File: config.mk
export PLATFORM = sky130hd
export DESIGN_NAME = adc_chan_sequencer
export DESIGN_NICKNAME = d
export VERILOG_FILES = /design/src/rtl/adc_chan_sequencer_pkg.sv /design/src/rtl/adc_chan_sequencer_mux.sv /design/src/rtl/adc_chan_sequencer.sv
export SDC_FILE = /design/constraint.sdc
export NUM_CORES = 1
export LEC_CHECK = 0
export BUFFER_PORTS_ARGS = -buffer_cell sky130_fd_sc_hd__buf_4
export CAP_MARGIN = 20
export CORE_UTILIZATION = 51
export DETAILED_ROUTE_END_ITERATION = 12
export GPL_TIMING_DRIVEN = 0
export PLACE_DENSITY = 0.91
export RECOVER_POWER = 50
export SKIP_LAST_GASP = 1
export SLEW_MARGIN = 40
export SYNTH_ARGS = -nofsm -noshare
export SYNTH_HDL_FRONTEND = slang
export SYNTH_SLANG_ARGS = --single-unit
File: constraint.sdc
create_clock -name CLK -period 4.3 [get_ports CLK]
set_clock_uncertainty 0.05 [all_clocks]
set_input_delay 0.645 -clock CLK [delete_from_list [all_inputs] [get_ports CLK]]
set_output_delay 0.645 -clock CLK [all_outputs]
set_load 0.005 [all_outputs]
File: src/rtl/adc_chan_sequencer_pkg.sv
// adc_chan_sequencer_pkg: shared state encoding and width helpers for the channel sequencer
package adc_chan_sequencer_pkg;
  localparam int ADC_WIDTH_DEF = 14;
  typedef enum logic [1:0] {
    SEQ_IDLE   = 2'd0,
    SEQ_SAMPLE = 2'd1,
    SEQ_DONE   = 2'd2
  } seq_state_e;
  function automatic int idx_w(input int n);
    return (n > 1) ? $clog2(n) : 1;
  endfunction
endpackage

File: src/rtl/adc_chan_sequencer_mux.sv
// adc_chan_mux: combinational select of one channel's sample and strobe
module adc_chan_mux
  import adc_chan_sequencer_pkg::*;
#(
  parameter int ADC_WIDTH = ADC_WIDTH_DEF,
  parameter int NUM_CHAN  = 4
) (
  input  logic [NUM_CHAN*ADC_WIDTH-1:0] can_in,
  input  logic [NUM_CHAN-1:0]           can_valid,
  input  logic [idx_w(NUM_CHAN)-1:0]    sel,
  output logic [ADC_WIDTH-1:0]          sel_data,
  output logic                          sel_valid
);
  assign sel_data  = can_in[int'(sel)*ADC_WIDTH +: ADC_WIDTH];
  assign sel_valid = can_valid[sel];
endmodule

File: src/rtl/adc_chan_sequencer.sv
// adc_chan_sequencer: scans active ADC channels in order, capturing a fixed sample count from each
module adc_chan_sequencer
  import adc_chan_sequencer_pkg::*;
#(
  parameter int ADC_WIDTH        = ADC_WIDTH_DEF,
  parameter int NUM_CHAN         = 4,
  parameter int SAMPLES_PER_CHAN = 80
) (
  input  logic                            CLK,
  input  logic                            RST_N,
  input  logic                            START,
  input  logic                            ABORT,
  input  logic                            CONT_MODE,
  input  logic [$clog2(NUM_CHAN+1)-1:0]   ACTIVE_CHAN,
  input  logic                            IN_BUF_EN,
  input  logic [NUM_CHAN*ADC_WIDTH-1:0]   CAN_IN,
  input  logic [NUM_CHAN-1:0]             CAN_VALID,
  output logic [NUM_CHAN-1:0]             IN_BUF_EN_CAN,
  output logic [ADC_WIDTH-1:0]            DATA_OUT,
  output logic                            DATA_VALID,
  output logic [idx_w(NUM_CHAN)-1:0]      CHAN_ID,
  output logic                            LINE_DONE,
  output logic                            BUSY,
  output logic                            ERR_CFG
);
  localparam int AW = $clog2(NUM_CHAN+1);
  localparam int CW = idx_w(NUM_CHAN);
  localparam int SW = idx_w(SAMPLES_PER_CHAN);
  seq_state_e state_q, state_d;
  logic [CW-1:0] cur_q, cur_d, chan_q, chan_d;
  logic [SW-1:0] cnt_q, cnt_d;
  logic [AW-1:0] act_q, act_d;
  logic [ADC_WIDTH-1:0] data_q, data_d, sel_data;
  logic valid_q, valid_d, err_q, err_d, sel_valid, accept, cfg_ok;
  adc_chan_mux #(.ADC_WIDTH(ADC_WIDTH), .NUM_CHAN(NUM_CHAN)) u_mux (
    .can_in   (CAN_IN),
    .can_valid(CAN_VALID),
    .sel      (cur_q),
    .sel_data (sel_data),
    .sel_valid(sel_valid)
  );
  assign accept        = (state_q == SEQ_SAMPLE) && IN_BUF_EN && sel_valid;
  assign cfg_ok        = (ACTIVE_CHAN != '0) && (ACTIVE_CHAN <= AW'(NUM_CHAN));
  assign IN_BUF_EN_CAN = ((state_q == SEQ_SAMPLE) && IN_BUF_EN) ? NUM_CHAN'(1) << cur_q : '0;
  assign LINE_DONE     = state_q == SEQ_DONE;
  assign BUSY          = state_q != SEQ_IDLE;
  assign DATA_OUT      = data_q;
  assign DATA_VALID    = valid_q;
  assign CHAN_ID       = chan_q;
  assign ERR_CFG       = err_q;
  // next-state: abort wins, then per-state scan/start handling; pulses default low
  always_comb begin
    state_d = state_q;
    cur_d   = cur_q;
    cnt_d   = cnt_q;
    act_d   = act_q;
    data_d  = data_q;
    chan_d  = chan_q;
    valid_d = 1'b0;
    err_d   = 1'b0;
    if (ABORT) begin
      state_d = SEQ_IDLE;
      cur_d   = '0;
      cnt_d   = '0;
    end else if (state_q == SEQ_IDLE) begin
      if (START && cfg_ok) begin
        state_d = SEQ_SAMPLE;
        act_d   = ACTIVE_CHAN;
        cur_d   = '0;
        cnt_d   = '0;
      end
      err_d = START && !cfg_ok;
    end else if (state_q == SEQ_SAMPLE) begin
      if (accept) begin
        data_d  = sel_data;
        chan_d  = cur_q;
        valid_d = 1'b1;
        if (int'(cnt_q) == SAMPLES_PER_CHAN - 1) begin
          cnt_d = '0;
          if (int'(cur_q) == int'(act_q) - 1) state_d = SEQ_DONE;
          else cur_d = cur_q + CW'(1);
        end else begin
          cnt_d = cnt_q + SW'(1);
        end
      end
    end else begin
      state_d = CONT_MODE ? SEQ_SAMPLE : SEQ_IDLE;
      cur_d   = '0;
      cnt_d   = '0;
    end
  end
  // state, counters and registered output stream
  always_ff @(posedge CLK or negedge RST_N) begin
    if (!RST_N) begin
      state_q <= SEQ_IDLE;
      cur_q   <= '0;
      cnt_q   <= '0;
      act_q   <= '0;
      data_q  <= '0;
      chan_q  <= '0;
      valid_q <= 1'b0;
      err_q   <= 1'b0;
    end else begin
      state_q <= state_d;
      cur_q   <= cur_d;
      cnt_q   <= cnt_d;
      act_q   <= act_d;
      data_q  <= data_d;
      chan_q  <= chan_d;
      valid_q <= valid_d;
      err_q   <= err_d;
    end
  end
endmodule

==> out/qor.csv, run 1 <==
stage,metric,value,unit
yosys,Post-Syn Area,2020,sq um
critical_path,crit path cell chain,buf_4 > clkbuf_1 > inv_1 > ha_1 > and3_1 > buf_4,
critical_path,most frequent CP cell,buf_4,
min_path,Min-Delay Path Class,reg2reg,
yosys,most numerous cell in the Yosys netlist,dfrtp_1,
floorplanning,Ports,93,
sta,RSZ-0062 raised after global routing,no,
critical_path,CP Class,reg2out,
min_path,hold path endpoint,DATA_OUT[6],
critical_path,WP buf/inv,4,
grt,largest net degree at the start of global routing,33,
finish,register area,801,sq um
detailed_routing,Vias,1710,
clock_tree,Clock Pin Slew Worst Setup and Hold Paths,70,ps
finish,Multi-input gate area,1130,sq um
critical_path,Critical R2R Capture,cur_q[1],
yosys,post-synthesis async set-or-reset flop share,100,%
critical_path,CP peak stage delay,450,ps
finish,Filler cells,265,
detailed_routing,final WL,5340,um
floorplanning,row count,22,
yosys,Synth Net Count,232,
yosys,"FF+latch count, synth",32,
yosys,Post-Syn Instances,157,
yosys,"Seq/Total Area, Yosys",39.6,%
yosys,"EDFF count, synth",0,
grt,vias in the first global route,1702,
status,status,finished with violations,
detailed_routing,drt via density,5.61,
detailed_routing,Routed Antenna Nets,0,
min_path,min-delay src,DATA_OUT[6],
placed_design,GPL Wtd Cong,0.832,
grt,GRT busiest layer,met2,
clock_tree,CTS tree,done,
clock_tree,CTS Sinks,32,
floorplanning,die area,4220,sq um
detailed_routing,number of remaining DRC errors,0,
critical_path,Setup crit end kind,output port,
finish,# diodes,0,
floorplanning,Die Wd,65.0,um
finish,share of cells above drive strength 1,55.3,%
yosys,Synth top area share,39.6,%
grt,first-pass GRT wire length,8300,um
sta,max-slew violation count,33,
yosys,top post-synthesis cells by area,"dfrtp_1, mux4_2, mux2_4, mux2_2, ha_1",
min_path,hold path cells,1,
clock_tree,CTS max path bufs,2,
critical_path,Reg2Reg Depth,6,
critical_path,CP required,3610,ps
critical_path,crit path launch type,flip-flop,
yosys,Yosys top cell by area,dfrtp_1,
detailed_routing,TritonRoute pass-1 iters,4,
grt,met3 usage in global routing,7.92,%
clock_tree,# resized after CTS,0,
critical_path,Critical Path Fanout Max,10,
yosys,synth cell count leaders,"dfrtp_1, mux4_2, nand3_1, mux2_2, mux2_4",
sta,slew margin rel.,-13.6,%
power_and_ir_drop,P_leak,0.00137,uW
finish,post-route insts no fill,305,
detailed_routing,WL/cell,17.5,um
floorplanning,CORE AREA,3740,sq um
clock_tree,H-tree Lvls,2,
detailed_routing,DRT iter0 DRCs,53,
grt,met2 global-route usage,49.7,%
sta,crit path time final,2690,ps
critical_path,critical path's slowest cell,clkbuf_1,
sta,post-route clock period utilization,62.6,%
yosys,Yosys cell types,45,
yosys,top_reg_cell synth,dfrtp_1,
floorplanning,Die H,65.0,um
yosys,Syn Area/Cell,12.9,sq um
grt,GRT Util Overall,27.0,%
power_and_ir_drop,power density over the cells,334,nW/um^2
clock_tree,CTS buffer count,5,
sta,final hold vios,0,
critical_path,"CP delay by family, top",buffers and inverters,
yosys,yosys synthesis warning count,0,
sta,Sum Neg Setup Slack,0,ps
placed_design,Detail Placement HPWL,4230,um
flow_run,max cap viols,1,
floorplanning,Initial Util,54.0,%
placed_design,number of I/O port buffers,92,
sta,final setup violation count,0,
critical_path,Reg-to-Reg Start,cur_q[1],
critical_path,Critical Path AT,1990,ps
clock_tree,clk root buf,clkbuf_8,
grt,grt ovf,0,
grt,met1 Use GR,30.2,%
clock_tree,clk_lat worst skew,290,ps
critical_path,r2r setup slk,2130,ps
finish,area delta synth->final,41.3,%
sta,fmax,0.372,GHz
clock_tree,post-CTS setup buffers,0,
placed_design,Inst Count DP,297,
grt,initial antenna violation count,0,
power_and_ir_drop,peak supply drop,277,uV
finish,Nets,331,
sta,Slew @ Worst Pin,1700,ps
clock_tree,post-cts hold buffer count,0,
status,failing checks,"capacitance limit, slew limit",
==> stage by stage <==
step	hold slack [ps]	cell area (sq um)	setup slack [ps]	utilization (%)	total power [uW]
CTS	243	2880	1600	76.9	970
global placement	439	2770	1910	74.1	666
detailed placement	445	2770	1900	74.1	686
finish	454	2860	1610	76.3	955
floorplan	299	2020	2180	-	530
global route	472	2860	1470	76.3	1000
==> flip-flops by register name, summed over array words and instances (netlist names) <==
register and flops:
CHAN_ID 2, DATA_OUT 14, ERR_CFG 1, act_q 3, DATA_VALID 1, cur_q 2
cnt_q 7, state_q 2
==> routing by layer <==
metal	share of wire [%]	up-vias
met1	37	823
met5	0	-
met2	53	80
met4	1.1	0
met3	8.8	9
li1	-	798
==> cells in the final DEF, fill, tap and decap left out, types with 2 or more instances in the layout <==
| cell | n |
|---|---|
| nand2_1 | 3 |
| dfrtp_1 | 32 |
| nor2_1 | 7 |
| ha_1 | 6 |
| xnor2_1 | 2 |
| inv_1 | 7 |
| o211ai_1 | 3 |
| mux4_2 | 15 |
| or3_1 | 2 |
| buf_2 | 2 |
| nor2b_1 | 3 |
| xor2_1 | 2 |
| nand3_1 | 13 |
| nand4_1 | 2 |
| and3_1 | 6 |
| clkbuf_8 | 5 |
| o21ai_0 | 4 |
| buf_4 | 82 |
| clkbuf_4 | 6 |
| clkbuf_1 | 8 |
| or2_2 | 2 |
| mux2_2 | 10 |
| mux2_4 | 9 |
==> cells by family after synthesis <==
logic type | count (synthesis) | synth area share [%]
muxes | 34 | 29.0
buffers and inverters | 14 | 4.27
DFF | 32 | 39.6
adders and majority gates | 6 | 3.71
and+or+nand+nor | 48 | 14.0
xor gates and xnor gates | 4 | 1.73
AOI/OAI and AO/OA | 19 | 7.74
==> layout make-up <==
class	count	area share (%)
Clock buffer	6	2.54
Timing Repair Buffer	92	23.4
Sequential cell	32	28.0
Buffer	7	2.10
Multi-Input combinational cell	111	39.7
Tap cell	48	2.10
Inverter	7	0.919
Clock inverter	2	1.23
==> worst max path at each step <==
stage          cells past startpoint  slack (ps)          from          endpoint
3_3_place_gp                       6        1910      cur_q[0]  IN_BUF_EN_CAN[0]
4_1_cts                            6        1600      cur_q[0]  IN_BUF_EN_CAN[0]
2_1_floorplan                      6        2180  CAN_VALID[3]        CHAN_ID[0]
6_report                           6        1610      cur_q[1]  IN_BUF_EN_CAN[0]
5_1_grt                            6        1470      cur_q[0]  IN_BUF_EN_CAN[0]
3_5_place_dp                       6        1900      cur_q[1]  IN_BUF_EN_CAN[0]
==> power by group <==
group / internal, uW / switching (uW)
clock network: 172 / 106
logic: 176 / 111
registers: 354 / 36.3
total: 701 / 254
No activity file was read; power rests on OpenSTA's default activity.
==> run 2, diff against run 1 <==
--- a/config.mk
+++ b/config.mk
@@ -7,10 +7,10 @@
 export LEC_CHECK = 0
 export BUFFER_PORTS_ARGS = -buffer_cell sky130_fd_sc_hd__buf_4
 export CAP_MARGIN = 20
-export CORE_UTILIZATION = 51
+export CORE_UTILIZATION = 47
 export DETAILED_ROUTE_END_ITERATION = 12
 export GPL_TIMING_DRIVEN = 0
-export PLACE_DENSITY = 0.91
+export PLACE_DENSITY = 0.85
 export RECOVER_POWER = 50
 export SKIP_LAST_GASP = 1
 export SLEW_MARGIN = 40
==> constraint.sdc (replaced) <==
create_clock -name CLK -period 2.5 [get_ports CLK]
set_clock_uncertainty 0.05 [all_clocks]
set_input_delay 0.375 -clock CLK [delete_from_list [all_inputs] [get_ports CLK]]
set_output_delay 0.375 -clock CLK [all_outputs]
set_load 0.005 [all_outputs]
==> out/qor.csv, run 2 (synthesis gave the netlist of run 1 again) <==
stage,metric,value,unit,change
floorplanning,die area,4570,sq um,+8.2%
critical_path,CP peak stage delay,450,ps,about the same
detailed_routing,drt via density,5.64,,+0.55%
detailed_routing,Routed Antenna Nets,0,,unchanged
critical_path,CP Class,reg2out,,
power_and_ir_drop,power density over the cells,571,nW/um^2,+71%
sta,Slew @ Worst Pin,791,ps,-912 ps
grt,first-pass GRT wire length,7830,um,-5.7%
sta,hold_ws,287,ps,-167 ps
clock_tree,clk_lat worst skew,280,ps,about the same
clock_tree,# resized after CTS,0,,unchanged
detailed_routing,TritonRoute pass-1 iters,4,,unchanged
finish,most frequent cells in the layout,"buf_4, dfrtp_1, mux4_2, nand3_1",,
critical_path,WP buf/inv,3,,-1
finish,Nets,330,,-0.30%
clock_tree,CTS tree,done,,
placed_design,number of I/O port buffers,92,,unchanged
critical_path,CP required,2080,ps,-1530 ps
clock_tree,H-tree Lvls,2,,unchanged
floorplanning,Die Wd,67.6,um,+4.0%
critical_path,Critical Path AT,1750,ps,-240 ps
min_path,Min-Delay Path Class,in2reg,,
sta,RSZ-0062 raised after global routing,no,,
power_and_ir_drop,P_leak,0.00138,uW,+1.1%
critical_path,crit path launch type,flip-flop,,
sta,Sum Neg Setup Slack,0,ps,unchanged
sta,fmax,0.460,GHz,
detailed_routing,number of remaining DRC errors,0,,unchanged
detailed_routing,final WL,5190,um,-2.8%
critical_path,"CP delay by family, top",buffers and inverters,,
critical_path,Critical Path Fanout Max,19,,+9
sta,final hold vios,0,,unchanged
sta,max-slew violation count,0,,-100%
clock_tree,clk root buf,clkbuf_8,,
detailed_routing,DRT iter0 DRCs,72,,+36%
detailed_routing,WL/cell,17.0,um,-3.1%
critical_path,critical path's slowest cell,dfrtp_1,,
grt,initial antenna violation count,0,,unchanged
grt,GRT Util Overall,23.6,%,-3.3 points
floorplanning,Initial Util,49.8,%,-4.2 points
finish,"most common cell after layout, fill and taps aside",buf_4,,
sta,slew margin rel.,47.2,%,+61 points
floorplanning,Die H,67.6,um,+4.0%
finish,Largest register FFs,14,,unchanged
clock_tree,Clock Pin Slew Worst Setup and Hold Paths,70,ps,about the same
sta,final setup violation count,0,,unchanged
clock_tree,post-CTS setup buffers,0,,unchanged
clock_tree,CTS Sinks,32,,unchanged
detailed_routing,Vias,1725,,+0.88%
critical_path,most frequent CP cell,buf_4,,
status,status,"finished, final reports clean",,
placed_design,Detail Placement HPWL,3990,um,-5.7%
finish,area delta synth->final,42.3,%,
grt,largest net degree at the start of global routing,33,,unchanged
grt,grt ovf,0,,unchanged
critical_path,CP Depth,5,,-1
sta,post-route clock period utilization,86.9,%,
floorplanning,row count,23,,+4.5%
floorplanning,CORE AREA,4060,sq um,+8.4%
min_path,hold path cells,2,,+1
grt,vias in the first global route,1638,,-3.8%
critical_path,Reg2Reg Depth,5,,-1
clock_tree,CTS max path bufs,2,,unchanged
floorplanning,Ports,93,,unchanged
critical_path,crit path cell chain,buf_4 > inv_1 > ha_1 > and3_1 > buf_4,,
sta,crit path time final,2170,ps,
flow_run,max cap viols,0,,-1
placed_design,GPL Wtd Cong,0.772,,-7.2%
finish,share of cells above drive strength 1,57.0,%,+1.8 points
clock_tree,CTS buffer count,5,,unchanged
power_and_ir_drop,peak supply drop,408,uV,+47%
critical_path,Setup crit end kind,output port,,
finish,# diodes,0,,unchanged
==> run 2: cell type report <==
class / instances / area (sq um)
multi-input cells: 111 / 1130
fillers: 296 / 1180
plain buffers: 5 / 51.3
clock inverters: 2 / 35.0
clock buffers: 6 / 72.6
repair buffers: 93 / 694
well taps: 50 / 62.6
flip-flops and latches: 32 / 801
inverters: 7 / 26.3
==> run 2: layer usage <==
| metal | GRT usage [%] | vias up | share of wire [%] |
|---|---|---|---|
| met5 | 0 | - | 0 |
| met4 | 6.65 | 0 | 0.79 |
| li1 | - | 797 | - |
| met2 | 42.5 | 77 | 54 |
| met3 | 6.76 | 5 | 8.9 |
| met1 | 27.0 | 846 | 36 |
==> run 2: worst reg2reg max path, delay by kind of cell (launching register included) <==
kind	cells	cell delay, ps
xor+xnor	1	140
buf+inv	1	370
compound gates	3	1020
flops	1	450
==> run 2: worst paths after layout <==
kind / slack, ps / from / end
hold / removal: 290 / ACTIVE_CHAN[0] / act_q[0]
setup / recovery: 330 / cur_q[0] / IN_BUF_EN_CAN[0]
max in group asynchronous: 1230 / RST_N / cnt_q[2]
setup reg to reg: 350 / cur_q[0] / state_q[0]
hold reg to reg: 460 / DATA_OUT[1] / DATA_OUT[1]
min in group asynchronous: 670 / RST_N / DATA_OUT[3]
==> run 2: stage by stage <==
stage	setup slack [ps]	power, uW	instance area, sq um	utilization (%)	cells
after floorplan	570	912	2020	-	157
after global placement	322	1150	2780	68.4	299
after detailed placement	323	1170	2780	68.4	299
after CTS	31.4	1670	2890	71.3	308
after global routing	153	1730	2880	70.9	306
final	327	1640	2880	70.9	306
==> run 2: power by group <==
part | internal [uW] | switching (uW) | total (uW)
Sequential | 608 | 57.0 | 665
Clock | 296 | 191 | 486
Combinational | 307 | 186 | 493
==> run 2: repair_timing <==
action                                 CTS  global route
hold buffers                             1             0
endpoints found under the hold margin   32             0
setup endpoints to repair                0             3
==> run 3, diff against run 2 <==
--- a/config.mk
+++ b/config.mk
@@ -7,7 +7,9 @@
 export LEC_CHECK = 0
 export BUFFER_PORTS_ARGS = -buffer_cell sky130_fd_sc_hd__buf_4
 export CAP_MARGIN = 20
-export CORE_UTILIZATION = 47
+export CELL_PAD_IN_SITES_DETAIL_PLACEMENT = 0
+export CELL_PAD_IN_SITES_GLOBAL_PLACEMENT = 2
+export CORE_UTILIZATION = 29
 export DETAILED_ROUTE_END_ITERATION = 12
 export GPL_TIMING_DRIVEN = 0
 export PLACE_DENSITY = 0.85
==> out/qor.csv, run 3 (synthesis gave the netlist of run 1 again) <==
stage,metric,value,unit,change
critical_path,WP buf/inv,3,,unchanged
min_path,Min-Delay Path Class,in2reg,,
critical_path,crit path cell chain,buf_4 > inv_1 > ha_1 > and3_1 > buf_4,,
grt,largest net degree at the start of global routing,33,,unchanged
critical_path,launch point of the worst path,cur_q[0],,
clock_tree,CTS buffer count,5,,unchanged
finish,area delta synth->final,43.3,%,
floorplanning,die area,7310,sq um,+60%
placed_design,Detail Placement HPWL,3740,um,-6.4%
detailed_routing,TritonRoute pass-1 iters,4,,unchanged
flow_run,max cap viols,0,,unchanged
clock_tree,# resized after CTS,0,,unchanged
clock_tree,Clock Pin Slew Worst Setup and Hold Paths,70,ps,about the same
grt,GRT Util Overall,14.2,%,-9.5 points
finish,# diodes,0,,unchanged
sta,worst setup margin,327,ps,+0.230 ps
placed_design,GPL Wtd Cong,0.719,,-6.8%
floorplanning,Die Wd,85.5,um,+26%
floorplanning,Initial Util,29.9,%,-20 points
floorplanning,Die H,85.5,um,+26%
clock_tree,CTS tree,done,,
sta,final setup violation count,0,,unchanged
detailed_routing,WL/cell,14.3,um,-16%
finish,register area,801,sq um,unchanged
clock_tree,CTS Sinks,32,,unchanged
sta,RSZ-0062 raised after global routing,no,,
critical_path,CP peak stage delay,450,ps,about the same
critical_path,Critical Path Fanout Max,19,,unchanged
finish,Nets,330,,unchanged
critical_path,CP Class,reg2out,,
placed_design,pre-CTS setup slack,241,ps,-82.0 ps
min_path,min-delay src,ACTIVE_CHAN[2],,
critical_path,critical path's slowest cell,dfrtp_1,,
detailed_routing,drt via density,4.98,,-12%
placed_design,number of I/O port buffers,92,,unchanged
detailed_routing,Routed Antenna Nets,0,,unchanged
status,status,"finished, final reports clean",,
finish,Filler cells,656,,+120%
critical_path,Reg-to-Reg Start,cur_q[1],,
clock_tree,H-tree Lvls,2,,unchanged
finish,most frequent cells in the layout,"buf_4, dfrtp_1, mux4_2, nand3_1",,
critical_path,CP required,2080,ps,about the same
detailed_routing,number of remaining DRC errors,0,,unchanged
detailed_routing,DRT iter0 DRCs,42,,-42%
sta,crit path time final,2170,ps,-0.230 ps
detailed_routing,Vias,1673,,-3.0%
detailed_routing,final WL,4810,um,-7.3%
critical_path,"CP delay by family, top",buffers and inverters,,
power_and_ir_drop,power density over the cells,534,nW/um^2,-6.5%
sta,fmax,0.460,GHz,about the same
critical_path,most frequent CP cell,buf_4,,
clock_tree,clk root buf,clkbuf_8,,
grt,first-pass GRT wire length,8160,um,+4.2%
critical_path,crit path launch type,flip-flop,,
finish,Largest register FFs,14,,unchanged
sta,final hold vios,0,,unchanged
sta,max-slew violation count,0,,unchanged
sta,slew margin rel.,45.6,%,-1.7 points
power_and_ir_drop,peak supply drop,189,uV,-54%
sta,Slew @ Worst Pin,817,ps,+25.3 ps
grt,initial antenna violation count,0,,unchanged
grt,grt ovf,0,,unchanged
floorplanning,CORE AREA,6760,sq um,+67%
sta,post-route clock period utilization,86.9,%,about the same
finish,Multi-input gate area,1130,sq um,unchanged
clock_tree,clk_lat worst skew,280,ps,about the same
floorplanning,Ports,93,,unchanged
critical_path,Setup crit end kind,output port,,
critical_path,Critical Path AT,1750,ps,about the same
finish,"most common cell after layout, fill and taps aside",buf_4,,
floorplanning,row count,30,,+30%
sta,hold_ws,288,ps,+1.03 ps
grt,vias in the first global route,1718,,+4.9%
finish,share of cells above drive strength 1,56.6,%,-0.39 points
power_and_ir_drop,P_leak,0.00137,uW,-0.72%
clock_tree,CTS max path bufs,2,,unchanged
sta,Sum Neg Setup Slack,0,ps,unchanged
-- run 3: cell type report --
class                   instances  area share (%)
inverters                       7           0.907
repair buffers                 93            24.0
clock buffers                   8            3.11
well taps                      80            3.45
plain buffers                   5            1.77
multi-input cells             111            39.2
flip-flops and latches         32            27.6
-- run 3: path summary, 6_finish.rpt --
| kind | slack, ps | depth (start not counted) | endpoint |
|---|---|---|---|
| worst max-delay path | 330 | 5 | IN_BUF_EN_CAN[0] |
| worst min-delay path | 290 | 2 | act_q[2] |
| worst max register to register | 380 | 7 | DATA_OUT[13] |
| worst min register to register | 450 | 1 | DATA_OUT[2] |
| max in group asynchronous | 1210 | 2 | cur_q[0] |
| min in group asynchronous | 670 | 2 | DATA_OUT[8] |
-- run 3: where the power goes --
group          switching [uW]  internal, uW
sequential               54.2           608
combinational             173           306
clock                     181           224
-- run 3: timing repair --
item	4_1_cts	5_1_grt
setup buffers	0	0
setup endpoints to repair	2	2
endpoints found under the hold margin	32	0
hold buffers	1	0
-- run 3: routing by layer --
metal  part of all wire (%)  GRT usage, %  vias to the layer above
li1                       -             -                      798
met1                     45          18.4                      816
met2                     47          23.7                       55
met3                    6.8          3.56                        4
met4                   0.56          3.64                        0
met5                      0             0                        -
-- run 3: worst reg2reg max path, delay by kind of cell (launching register included) --
family / cells / cell delay, ps
muxes: 2 / 710
buffers and inverters: 3 / 570
DFF: 1 / 370
and+or+nand+nor: 2 / 300
-- run 3: stage by stage --
step	cell area (sq um)	power (uW)	std cells	util [%]
2_1_floorplan	2020	912	157	-
3_3_place_gp	2810	1150	329	41.6
3_5_place_dp	2810	1170	329	41.6
4_1_cts	2910	1580	337	43.1
5_1_grt	2900	1650	336	42.9
6_report	2900	1550	336	42.9
